[config.mk]
export PLATFORM = sky130hd
export DESIGN_NAME = vc_plane_buffer_flat
export DESIGN_NICKNAME = d
export VERILOG_FILES = /design/src/rtl/vc_plane_buffer_if.sv /design/src/rtl/vc_plane_buffer.sv /design/src/flat_wrapper.sv
export SDC_FILE = /design/constraint.sdc
export NUM_CORES = 1
export LEC_CHECK = 0
export CAP_MARGIN = 20
export CELL_PAD_IN_SITES_DETAIL_PLACEMENT = 0
export CELL_PAD_IN_SITES_GLOBAL_PLACEMENT = 1
export CORE_UTILIZATION = 45
export CTS_CLUSTER_DIAMETER = 100
export DETAILED_ROUTE_END_ITERATION = 7
export DONT_BUFFER_PORTS = 1
export PLACE_DENSITY_LB_ADDON = 0.1
export SLEW_MARGIN = 20
export SYNTH_ARGS = -nofsm -noshare
export SYNTH_HDL_FRONTEND = slang
export SYNTH_HIERARCHICAL = 1
export SYNTH_SLANG_ARGS = --single-unit
[constraint.sdc]
create_clock -name clk -period 4.11 [get_ports clk]
set_clock_uncertainty 0.15 [all_clocks]
set_input_delay 0.822 -clock clk [delete_from_list [all_inputs] [get_ports clk]]
set_output_delay 0.822 -clock clk [all_outputs]
set_load 0.03 [all_outputs]
[src/rtl/vc_plane_buffer_if.sv]
// Bus between the plane controller / router (master) and the VC plane buffer (slave).
// Flit input, plane selector, flit output and per-plane status flags.
interface vc_plane_buffer_if #(
   parameter int VC         = 4,
   parameter int NUM_VC     = 4,
   parameter int DATA_WIDTH = 32
);
   logic [DATA_WIDTH-1:0] in_data;
   logic [VC:0]           in_vc;
   logic                  in_valid;
   logic                  in_ready;
   logic [VC:0]           VCPlaneSelector;
   logic [DATA_WIDTH-1:0] out_data;
   logic [VC:0]           out_vc;
   logic                  out_valid;
   logic                  out_ready;
   logic [NUM_VC-1:0]     vc_empty;
   logic [NUM_VC-1:0]     vc_full;
   logic                  err_oob;

   modport master (
      output in_data, in_vc, in_valid, VCPlaneSelector, out_ready,
      input  in_ready, out_data, out_vc, out_valid, vc_empty, vc_full, err_oob
   );

   modport slave (
      input  in_data, in_vc, in_valid, VCPlaneSelector, out_ready,
      output in_ready, out_data, out_vc, out_valid, vc_empty, vc_full, err_oob
   );
endinterface

[src/rtl/vc_plane_buffer.sv]
// Per-VC-plane flit buffer: NUM_VC independent first-word-fall-through FIFOs,
// written by in_vc, read by the controller-driven plane selector.
module vc_fifo #(
   parameter int DATA_WIDTH = 32,
   parameter int DEPTH      = 4
) (
   input  logic                  clk,
   input  logic                  rst,
   input  logic                  push,
   input  logic [DATA_WIDTH-1:0] wdata,
   input  logic                  pop,
   output logic [DATA_WIDTH-1:0] rdata,
   output logic                  empty,
   output logic                  full
);
   localparam int AW = $clog2(DEPTH);

   logic [DATA_WIDTH-1:0] mem [DEPTH];
   logic [AW-1:0]         wptr, rptr;
   logic [AW:0]           cnt;

   // DEPTH is a power of two, so pointers wrap by natural overflow
   always_ff @(posedge clk or negedge rst) begin
      if (!rst) begin
         wptr <= '0;
         rptr <= '0;
         cnt  <= '0;
      end else begin
         if (push) wptr <= wptr + AW'(1);
         if (pop)  rptr <= rptr + AW'(1);
         if (push && !pop)      cnt <= cnt + (AW+1)'(1);
         else if (pop && !push) cnt <= cnt - (AW+1)'(1);
      end
   end

   always_ff @(posedge clk) begin
      if (push) mem[wptr] <= wdata;
   end

   assign rdata = mem[rptr];
   assign empty = (cnt == '0);
   assign full  = (cnt == (AW+1)'(DEPTH));
endmodule

module vc_plane_buffer #(
   parameter int VC         = 4,
   parameter int NUM_VC     = 4,
   parameter int DATA_WIDTH = 32,
   parameter int DEPTH      = 4
) (
   input logic              clk,
   input logic              rst,
   vc_plane_buffer_if.slave bus
);
   logic [NUM_VC-1:0]                 wr_hit, rd_hit, push, pop, empty, full;
   logic [NUM_VC-1:0][DATA_WIDTH-1:0] head;
   logic                              in_oob, err_q;
   logic [DATA_WIDTH-1:0]             rd_data;

   assign in_oob = (bus.in_vc >= (VC+1)'(NUM_VC));

   // Plane decode by equality keeps out-of-range indices from selecting anything
   for (genvar g = 0; g < NUM_VC; g++) begin : g_plane
      assign wr_hit[g] = (bus.in_vc == (VC+1)'(g));
      assign rd_hit[g] = (bus.VCPlaneSelector == (VC+1)'(g));
      assign push[g]   = bus.in_valid & wr_hit[g] & ~full[g];
      assign pop[g]    = bus.out_ready & rd_hit[g] & ~empty[g];

      vc_fifo #(.DATA_WIDTH(DATA_WIDTH), .DEPTH(DEPTH)) u_fifo (
         .clk   (clk),
         .rst   (rst),
         .push  (push[g]),
         .wdata (bus.in_data),
         .pop   (pop[g]),
         .rdata (head[g]),
         .empty (empty[g]),
         .full  (full[g])
      );
   end

   always_comb begin
      rd_data = '0;
      for (int i = 0; i < NUM_VC; i++)
         if (rd_hit[i] && !empty[i]) rd_data = rd_data | head[i];
   end

   always_ff @(posedge clk or negedge rst) begin
      if (!rst)                         err_q <= 1'b0;
      else if (bus.in_valid && in_oob)  err_q <= 1'b1;
   end

   // Full plane refuses even when popped this cycle: ready uses the registered count
   assign bus.in_ready  = in_oob | (|(wr_hit & ~full));
   assign bus.out_valid = |(rd_hit & ~empty);
   assign bus.out_data  = rd_data;
   assign bus.out_vc    = bus.VCPlaneSelector;
   assign bus.vc_empty  = empty;
   assign bus.vc_full   = full;
   assign bus.err_oob   = err_q;
endmodule

[src/flat_wrapper.sv]
// flat-port wrapper written by rule: the top's interface ports become plain ports
module vc_plane_buffer_flat 
#(
   parameter int VC         = 4,
   parameter int NUM_VC     = 4,
   parameter int DATA_WIDTH = 32,
   parameter int DEPTH      = 4
)
  (clk, rst, bus_in_data, bus_in_vc, bus_in_valid, bus_VCPlaneSelector, bus_out_ready, bus_in_ready, bus_out_data, bus_out_vc, bus_out_valid, bus_vc_empty, bus_vc_full, bus_err_oob);
  vc_plane_buffer_if #(.VC(VC), .NUM_VC(NUM_VC), .DATA_WIDTH(DATA_WIDTH)) bus_i ();
  input logic clk;
  input logic rst;
  input wire logic [$bits(bus_i.in_data)-1:0] bus_in_data;
  input wire logic [$bits(bus_i.in_vc)-1:0] bus_in_vc;
  input wire logic [$bits(bus_i.in_valid)-1:0] bus_in_valid;
  input wire logic [$bits(bus_i.VCPlaneSelector)-1:0] bus_VCPlaneSelector;
  input wire logic [$bits(bus_i.out_ready)-1:0] bus_out_ready;
  output wire logic [$bits(bus_i.in_ready)-1:0] bus_in_ready;
  output wire logic [$bits(bus_i.out_data)-1:0] bus_out_data;
  output wire logic [$bits(bus_i.out_vc)-1:0] bus_out_vc;
  output wire logic [$bits(bus_i.out_valid)-1:0] bus_out_valid;
  output wire logic [$bits(bus_i.vc_empty)-1:0] bus_vc_empty;
  output wire logic [$bits(bus_i.vc_full)-1:0] bus_vc_full;
  output wire logic [$bits(bus_i.err_oob)-1:0] bus_err_oob;
  assign bus_i.in_data = bus_in_data;
  assign bus_i.in_vc = bus_in_vc;
  assign bus_i.in_valid = bus_in_valid;
  assign bus_i.VCPlaneSelector = bus_VCPlaneSelector;
  assign bus_i.out_ready = bus_out_ready;
  assign bus_in_ready = bus_i.in_ready;
  assign bus_out_data = bus_i.out_data;
  assign bus_out_vc = bus_i.out_vc;
  assign bus_out_valid = bus_i.out_valid;
  assign bus_vc_empty = bus_i.vc_empty;
  assign bus_vc_full = bus_i.vc_full;
  assign bus_err_oob = bus_i.err_oob;
  vc_plane_buffer #(.VC(VC), .NUM_VC(NUM_VC), .DATA_WIDTH(DATA_WIDTH), .DEPTH(DEPTH)) u_core (.clk(clk), .rst(rst), .bus(bus_i));
endmodule
==> results of run 1 <==
[layout make-up]
cell class              instances  area share (%)
flip-flops and latches        541           67.53
well taps                     607           3.184
multi-input cells             343           19.52
clock buffers                  71           6.199
clock inverters                25          0.5926
repair buffers                 54           2.706
inverters                      17          0.2675
[synth_stat cells, drive strengths merged]
cell type  number
a21oi           1
nor3           12
and2           16
nand3b          1
nand2b          2
nor2            8
o22ai          33
and2b           1
nor2b           1
mux4          129
o21ai           4
ha             20
xor2           16
nand2          11
inv            17
fa              4
xnor2           8
a22oi          63
mux2            4
o21bai          1
edfxtp        512
buf            49
nand3           1
clkbuf          9
nor3b           7
dfrtp          29
[where the power goes]
part | internal [uW] | total, uW | switching (uW) | leakage, uW
Clock | 2570 | 4580 | 2010 | 0.000778
Combinational | 1280 | 2610 | 1330 | 0.00179
Sequential | 6200 | 6510 | 315 | 0.00495
Total | 10100 | 13700 | 3650 | 0.00751
[final timing paths]
check	start	to	slack (ns)	cells past startpoint
worst max-delay path	u_core/g_plane[3].u_fifo/cnt[0]	bus_out_data[26]	0.13	6
worst min-delay path	bus_in_data[8]	u_core/g_plane[3].u_fifo/mem[1][8]	0.17	0
worst max register to register	u_core/g_plane[2].u_fifo/cnt[0]	u_core/g_plane[2].u_fifo/cnt[2]	1.33	10
worst min register to register	u_core/g_plane[3].u_fifo/cnt[2]	u_core/g_plane[3].u_fifo/cnt[2]	0.34	1
max in group asynchronous	rst	u_core/g_plane[1].u_fifo/rptr[1]	3.08	2
min in group asynchronous	rst	u_core/g_plane[1].u_fifo/cnt[0]	0.53	2
[stage by stage]
stage | utilization (%) | setup WS [ns] | total power (uW)
after floorplan | - | 0.8717 | 8677
after global placement | 47.57 | 0.6059 | 9255
after detailed placement | 47.57 | 0.6359 | 9266
after CTS | 51.11 | 0.03452 | 13870
after global routing | 51.13 | 0.02650 | 14250
final | 51.13 | 0.1251 | 13700
[worst register-to-register path, stage by stage (launching register included)]
cell     delay [ns]
dfrtp_1        0.43
nor3_1         0.52
buf_4          0.28
nor3_1         0.13
inv_1          0.10
ha_1           0.17
inv_1          0.06
fa_1           0.42
xor2_1         0.17
nor2_1         0.11
xor2_1         0.14
[what timing repair did]
action	in CTS	in global routing
endpoints found under the hold margin	29	0
setup endpoints to repair	0	2
setup buffers	0	0
hold buffers	2	0
gates resized for setup	0	2
[state kept, by name, summed over array words and instances (netlist names)]
register	flops
u_core/g_plane.u_fifo/cnt	12
u_core/g_plane.u_fifo/rptr	8
u_core/g_plane.u_fifo/mem	512
u_core/g_plane.u_fifo/wptr	8
u_core/bus.err_oob	1
[logic make-up after synthesis]
logic type / after synthesis / synth area share [%]
AO/OA/AOI/OAI: 102 / 3.342
XOR/XNOR: 24 / 0.9868
adder cells (fa/ha/maj): 24 / 1.551
buffers and inverters: 75 / 2.866
flip-flops: 541 / 75.58
multiplexers: 133 / 14.13
AND/OR/NAND/NOR: 60 / 1.539
[metal layers]
metal | global-route usage (%) | wire length [um] | vias up
li1 | - | - | 4135
met1 | 29.02 | 21390 | 5245
met2 | 33.24 | 23260 | 203
met3 | 4.044 | 2182 | 69
met4 | 5.034 | 976 | 0
met5 | 0 | 0 | -
==> results.ini, run 1 <==
[outcome]
status = complete, but fails checks
violations = DRC

[worst_setup_path]
crit_path_start_kind = register
max_stage_delay_ns = 0.68
path_buf_inv = 2
crit_fanout = 18
end_kind = output pin
cp.arrival_ns = 3.01
crit_family = compound AO/OA/AOI/OAI gates
crit_path_top_delay_cell = o22ai_1
worstSetupPathType = reg -> out
critPathRequiredTime_ns = 3.14
path_cells = nor3_1, buf_4, and2b_2, buf_12, a22oi_1, o22ai_1

[synth]
ys_seq_elements = 541
synth_cell_types = 31
ys_warn_count = 6
synth_top_cell_area_share_pct = 72.18
avgSynthCellArea_um2 = 22.21
yosysTopAreaCell = edfxtp_1
synthTopCellsByArea = edfxtp_1 72%, mux4_2 12%, dfrtp_1 3.4%
syn_inst = 959
syn_area_mm2 = 0.02130
syn-num-nets = 1029
ys_seq_area_share_pct = 75.58

[finish]
layoutNonFillerInstCount = 1658
area_growth_pct = 11.99
multi_input_area_mm2 = 0.004657
layout_commonest_cell = edfxtp_1
drive_gt1_share_pct = 25.69
regArea_mm2 = 0.01611
final_cell_mix = 512 x edfxtp_1, 113 x mux4_2, 63 x a22oi_1
diodes = 0
design_area_mm2 = 0.02386
nets = 1082
fillers = 3733

[sta]
whs_ns = 0.1714
max_freq_mhz = 250.9
finalSetupViolCount = 0
period_share_pct = 96.96
slew_viol_final = 0
layout_min_cycle_time_ns = 3.985
relSlewSlack_pct = 42.78
tns_ns = 0
rsz0062_at_grt = false
hold_viol_final = 0
worst_pin_slew_ns = 0.8711

[clocking]
cts_root_buf = clkbuf_16
clock_latency_ns = 0.59
cts_max_level = 2
clock_sinks = 541
clk_pin_slew_ns = 0.06
cts_buffer_depth = 3
cts_tree = done
cts_made_buffers = 55

[place]
placed_area_mm2 = 0.02219
place_inst = 1560
hpwlAfterDp_um = 28510
gp_congestion = 0.7211
io_buffers = 0

[grt]
grt_pass1_wl_um = 69990
grt_pass1_vias = 10080
grt_use_total_pct = 20.62
antenna_found_initial = 0
overflow = 0
grt_max_degree = 34

[routing]
drc = 8
antenna_left = 0
vias = 9652
drt-pass1-iter-count = 7
wl_per_cell_um = 28.84
drt_wl_total_um = 47810
viasPerCell = 5.821
drt_iter0_markers = 774

[power_and_ir_drop]
ir_worst_vdd_mv = 0.3281
total_leakage_power_uw = 0.007512
power.density_mw_per_mm2 = 574.4

[floorplanning]
pin_count = 94
die_w_um = 219.6
core_area_mm2 = 0.04665
initial_utilization_pct = 45.66
die_area_mm2 = 0.04821
fp.dieH_um = 219.6
rows = 79

[job]
cap_violations = 0

[worst_hold_path]
min-delay-path-class = in -> reg

Power figures use the tool's default switching activity.
==> inputs of run 2 (changes only) <==
--- a/config.mk
+++ b/config.mk
@@ -8,6 +8,7 @@
 export CAP_MARGIN = 20
 export CELL_PAD_IN_SITES_DETAIL_PLACEMENT = 0
 export CELL_PAD_IN_SITES_GLOBAL_PLACEMENT = 1
+export CORE_MARGIN = 1
 export CORE_UTILIZATION = 45
 export CTS_CLUSTER_DIAMETER = 100
 export DETAILED_ROUTE_END_ITERATION = 7
==> results of run 2 <==
Same layout as run 1: the final DEF is identical, and so are final timing and power.
==> inputs of run 3 (changes only) <==
==> constraint.sdc (replaced) <==
create_clock -name clk -period 3.57 [get_ports clk]
set_clock_uncertainty 0.15 [all_clocks]
set_input_delay 0.714 -clock clk [delete_from_list [all_inputs] [get_ports clk]]
set_output_delay 0.714 -clock clk [all_outputs]
set_load 0.03 [all_outputs]
==> run 3 against run 2 <==
Against the previous run:
- the run still ends with DRC left
- critical path depth up 1
- combinational power up 21%
- sequential share of layout area down 1.5 points
- register-to-register slack worse by 0.35 ns
- die area unchanged
- critical endpoint is now bus_out_data[27]
- highest routed layer unchanged
==> results.ini, run 3 (synthesis results as in run 1) <==
[grt]
grt_pass1_vias = 10230  ; was 10080
grt_max_degree = 35  ; was 34
antenna_found_initial = 0  ; unchanged
grt_use_total_pct = 20.08  ; was 20.62%
overflow = 0  ; unchanged
grt_pass1_wl_um = 68590  ; was 69990 um

[sta]
hold_viol_final = 0  ; unchanged
layout_min_cycle_time_ns = 3.441
max_freq_mhz = 290.6
whs_ns = 0.06035  ; was 0.1714 ns
worst_pin_slew_ns = 0.6487  ; was 0.8711 ns
finalSetupViolCount = 0  ; unchanged
rsz0062_at_grt = false  ; unchanged
relSlewSlack_pct = 56.42  ; was 42.78%
period_share_pct = 96.38
slew_viol_final = 0  ; unchanged
tns_ns = 0  ; unchanged

[floorplanning]
die_area_mm2 = 0.04821  ; unchanged
rows = 79  ; unchanged
initial_utilization_pct = 45.66  ; unchanged
pin_count = 94  ; unchanged
fp.dieH_um = 219.6  ; unchanged
die_w_um = 219.6  ; unchanged
core_area_mm2 = 0.04665  ; unchanged

[job]
cap_violations = 0  ; unchanged

[power_and_ir_drop]
total_leakage_power_uw = 0.007845  ; was 0.007512 uW
power.density_mw_per_mm2 = 665.7  ; was 574.4 mW/mm2
ir_worst_vdd_mv = 0.3474  ; was 0.3281 mV

[clocking]
clock_sinks = 541  ; unchanged
cts_max_level = 2  ; unchanged
cts_made_buffers = 55  ; unchanged
cts_tree = done  ; unchanged
clock_latency_ns = 0.60  ; was 0.59 ns
clk_pin_slew_ns = 0.06  ; about the same
cts_buffer_depth = 3  ; unchanged
cts_root_buf = clkbuf_16  ; unchanged

[worst_setup_path]
path_cells = nor3_1, buf_4, and2b_2, buf_12, a22oi_1, o22ai_1, buf_4  ; was nor3_1, buf_4, and2b_2, buf_12, a22oi_1, o22ai_1
worstSetupPathType = reg -> out  ; unchanged
crit_path_top_delay_cell = dfrtp_1  ; was o22ai_1
max_stage_delay_ns = 0.43  ; was 0.68 ns
critPathRequiredTime_ns = 2.71  ; was 3.14 ns
crit_fanout = 33  ; was 18
cp_common_cell = buf_4
cp.arrival_ns = 2.58  ; was 3.01 ns
crit_path_start_kind = register  ; unchanged
end_kind = output pin  ; unchanged

[place]
gp_congestion = 0.7080  ; was 0.7211
hpwlAfterDp_um = 25410  ; was 28510 um
io_buffers = 0  ; unchanged

[routing]
viasPerCell = 5.674  ; was 5.821
drt-pass1-iter-count = 7  ; unchanged
drt_iter0_markers = 684  ; was 774
wl_per_cell_um = 27.22  ; was 28.84 um
antenna_left = 0  ; unchanged
vias = 9662  ; was 9652
drc = 8  ; unchanged
drt_wl_total_um = 46360  ; was 47810 um

[outcome]
status = complete, but fails checks  ; unchanged
violations = DRC  ; unchanged

[finish]
drive_gt1_share_pct = 29.56  ; was 25.69%
reg_top3 = u_core/g_plane.u_fifo/mem x512, u_core/g_plane.u_fifo/cnt x12  ; unchanged
largest_reg_flops = 512  ; unchanged
area_growth_pct = 14.59  ; was 11.99%
diodes = 0  ; unchanged
final_cell_mix = 512 x edfxtp_1, 113 x mux4_2, 69 x buf_4  ; was 512 x edfxtp_1, 113 x mux4_2, 63 x a22oi_1
layout_commonest_cell = edfxtp_1  ; unchanged
largest_register = u_core/g_plane.u_fifo/mem  ; unchanged
nets = 1124  ; was 1082

[worst_hold_path]
min-delay-path-class = in -> reg  ; unchanged

## run 3: cell types whose count changed in the layout (fill, tap and decap cells not counted), sizes merged
cell	change
clkinv	+3
buf	+42
bufinv	+5
clkbuf	-5
## run 3: layer usage
metal / track usage (%) / share of wire (%) / vias up
met5: 0 / 0 / -
met2: 33.31 / 50 / 194
met1: 27.40 / 44 / 5185
li1: - / - / 4220
met3: 3.906 / 4.4 / 63
met4: 4.989 / 1.8 / 0
## run 3: critical path: cells and delay by family, from the launching register on
kind	cells	cell delay, ns
buffers and inverters	3	0.58
AOI/OAI and AO/OA	2	0.50
and+or+nand+nor	2	0.46
DFF	1	0.43
## run 3: final timing paths
check	start	to	slack [ns]	cells past startpoint
worst max-delay path	u_core/g_plane[3].u_fifo/cnt[0]	bus_out_data[27]	0.13	7
worst min-delay path	bus_in_data[26]	u_core/g_plane[3].u_fifo/mem[2][26]	0.06	0
worst max register to register	u_core/g_plane[1].u_fifo/cnt[0]	u_core/g_plane[1].u_fifo/cnt[1]	0.98	8
worst min register to register	u_core/g_plane[3].u_fifo/cnt[2]	u_core/g_plane[3].u_fifo/cnt[2]	0.35	1
max in group asynchronous	rst	u_core/g_plane[0].u_fifo/rptr[0]	2.66	2
min in group asynchronous	rst	u_core/g_plane[1].u_fifo/cnt[1]	0.40	2
## run 3: area by class of cell
class	instances	area, um2
Fill cell	3650	22250
Sequential cell	541	16120
Multi-Input combinational cell	343	4649
Clock buffer	66	1480
Timing Repair Buffer	96	1035
Tap cell	607	759.5
Clock inverter	33	306.5
Inverter	17	63.81
## run 3: stage by stage
| step | std cells | util, % | power [uW] | setup slack (ns) | area, um2 |
|---|---|---|---|---|---|
| 6_report | 1703 | 52.32 | 16250 | 0.1292 | 24410 |
| 5_1_grt | 1703 | 52.32 | 16900 | 0.009492 | 24410 |
| 4_1_cts | 1701 | 52.23 | 16410 | 0.02643 | 24370 |
| 3_5_place_dp | 1600 | 48.32 | 10680 | 0.5216 | 22540 |
| 3_3_place_gp | 1600 | 48.32 | 10660 | 0.5576 | 22540 |
| 2_1_floorplan | 959 | - | 9990 | 0.4397 | 21300 |
## run 3: repair_timing
item                                    4_1_cts  5_1_grt
buffers inserted                              0        2
endpoints found under the hold margin        29        0
cloned                                        0        0
hold buffers                                  2        0
endpoints found under the setup margin       10        8
resized for setup                             3        3
## run 3: power breakdown
part           total, uW  internal (uW)  switching, uW  leakage (uW)
Clock               5700           3360           2340      0.000874
Sequential          7380           7140            238       0.00495
Combinational       3170           1560           1610       0.00203
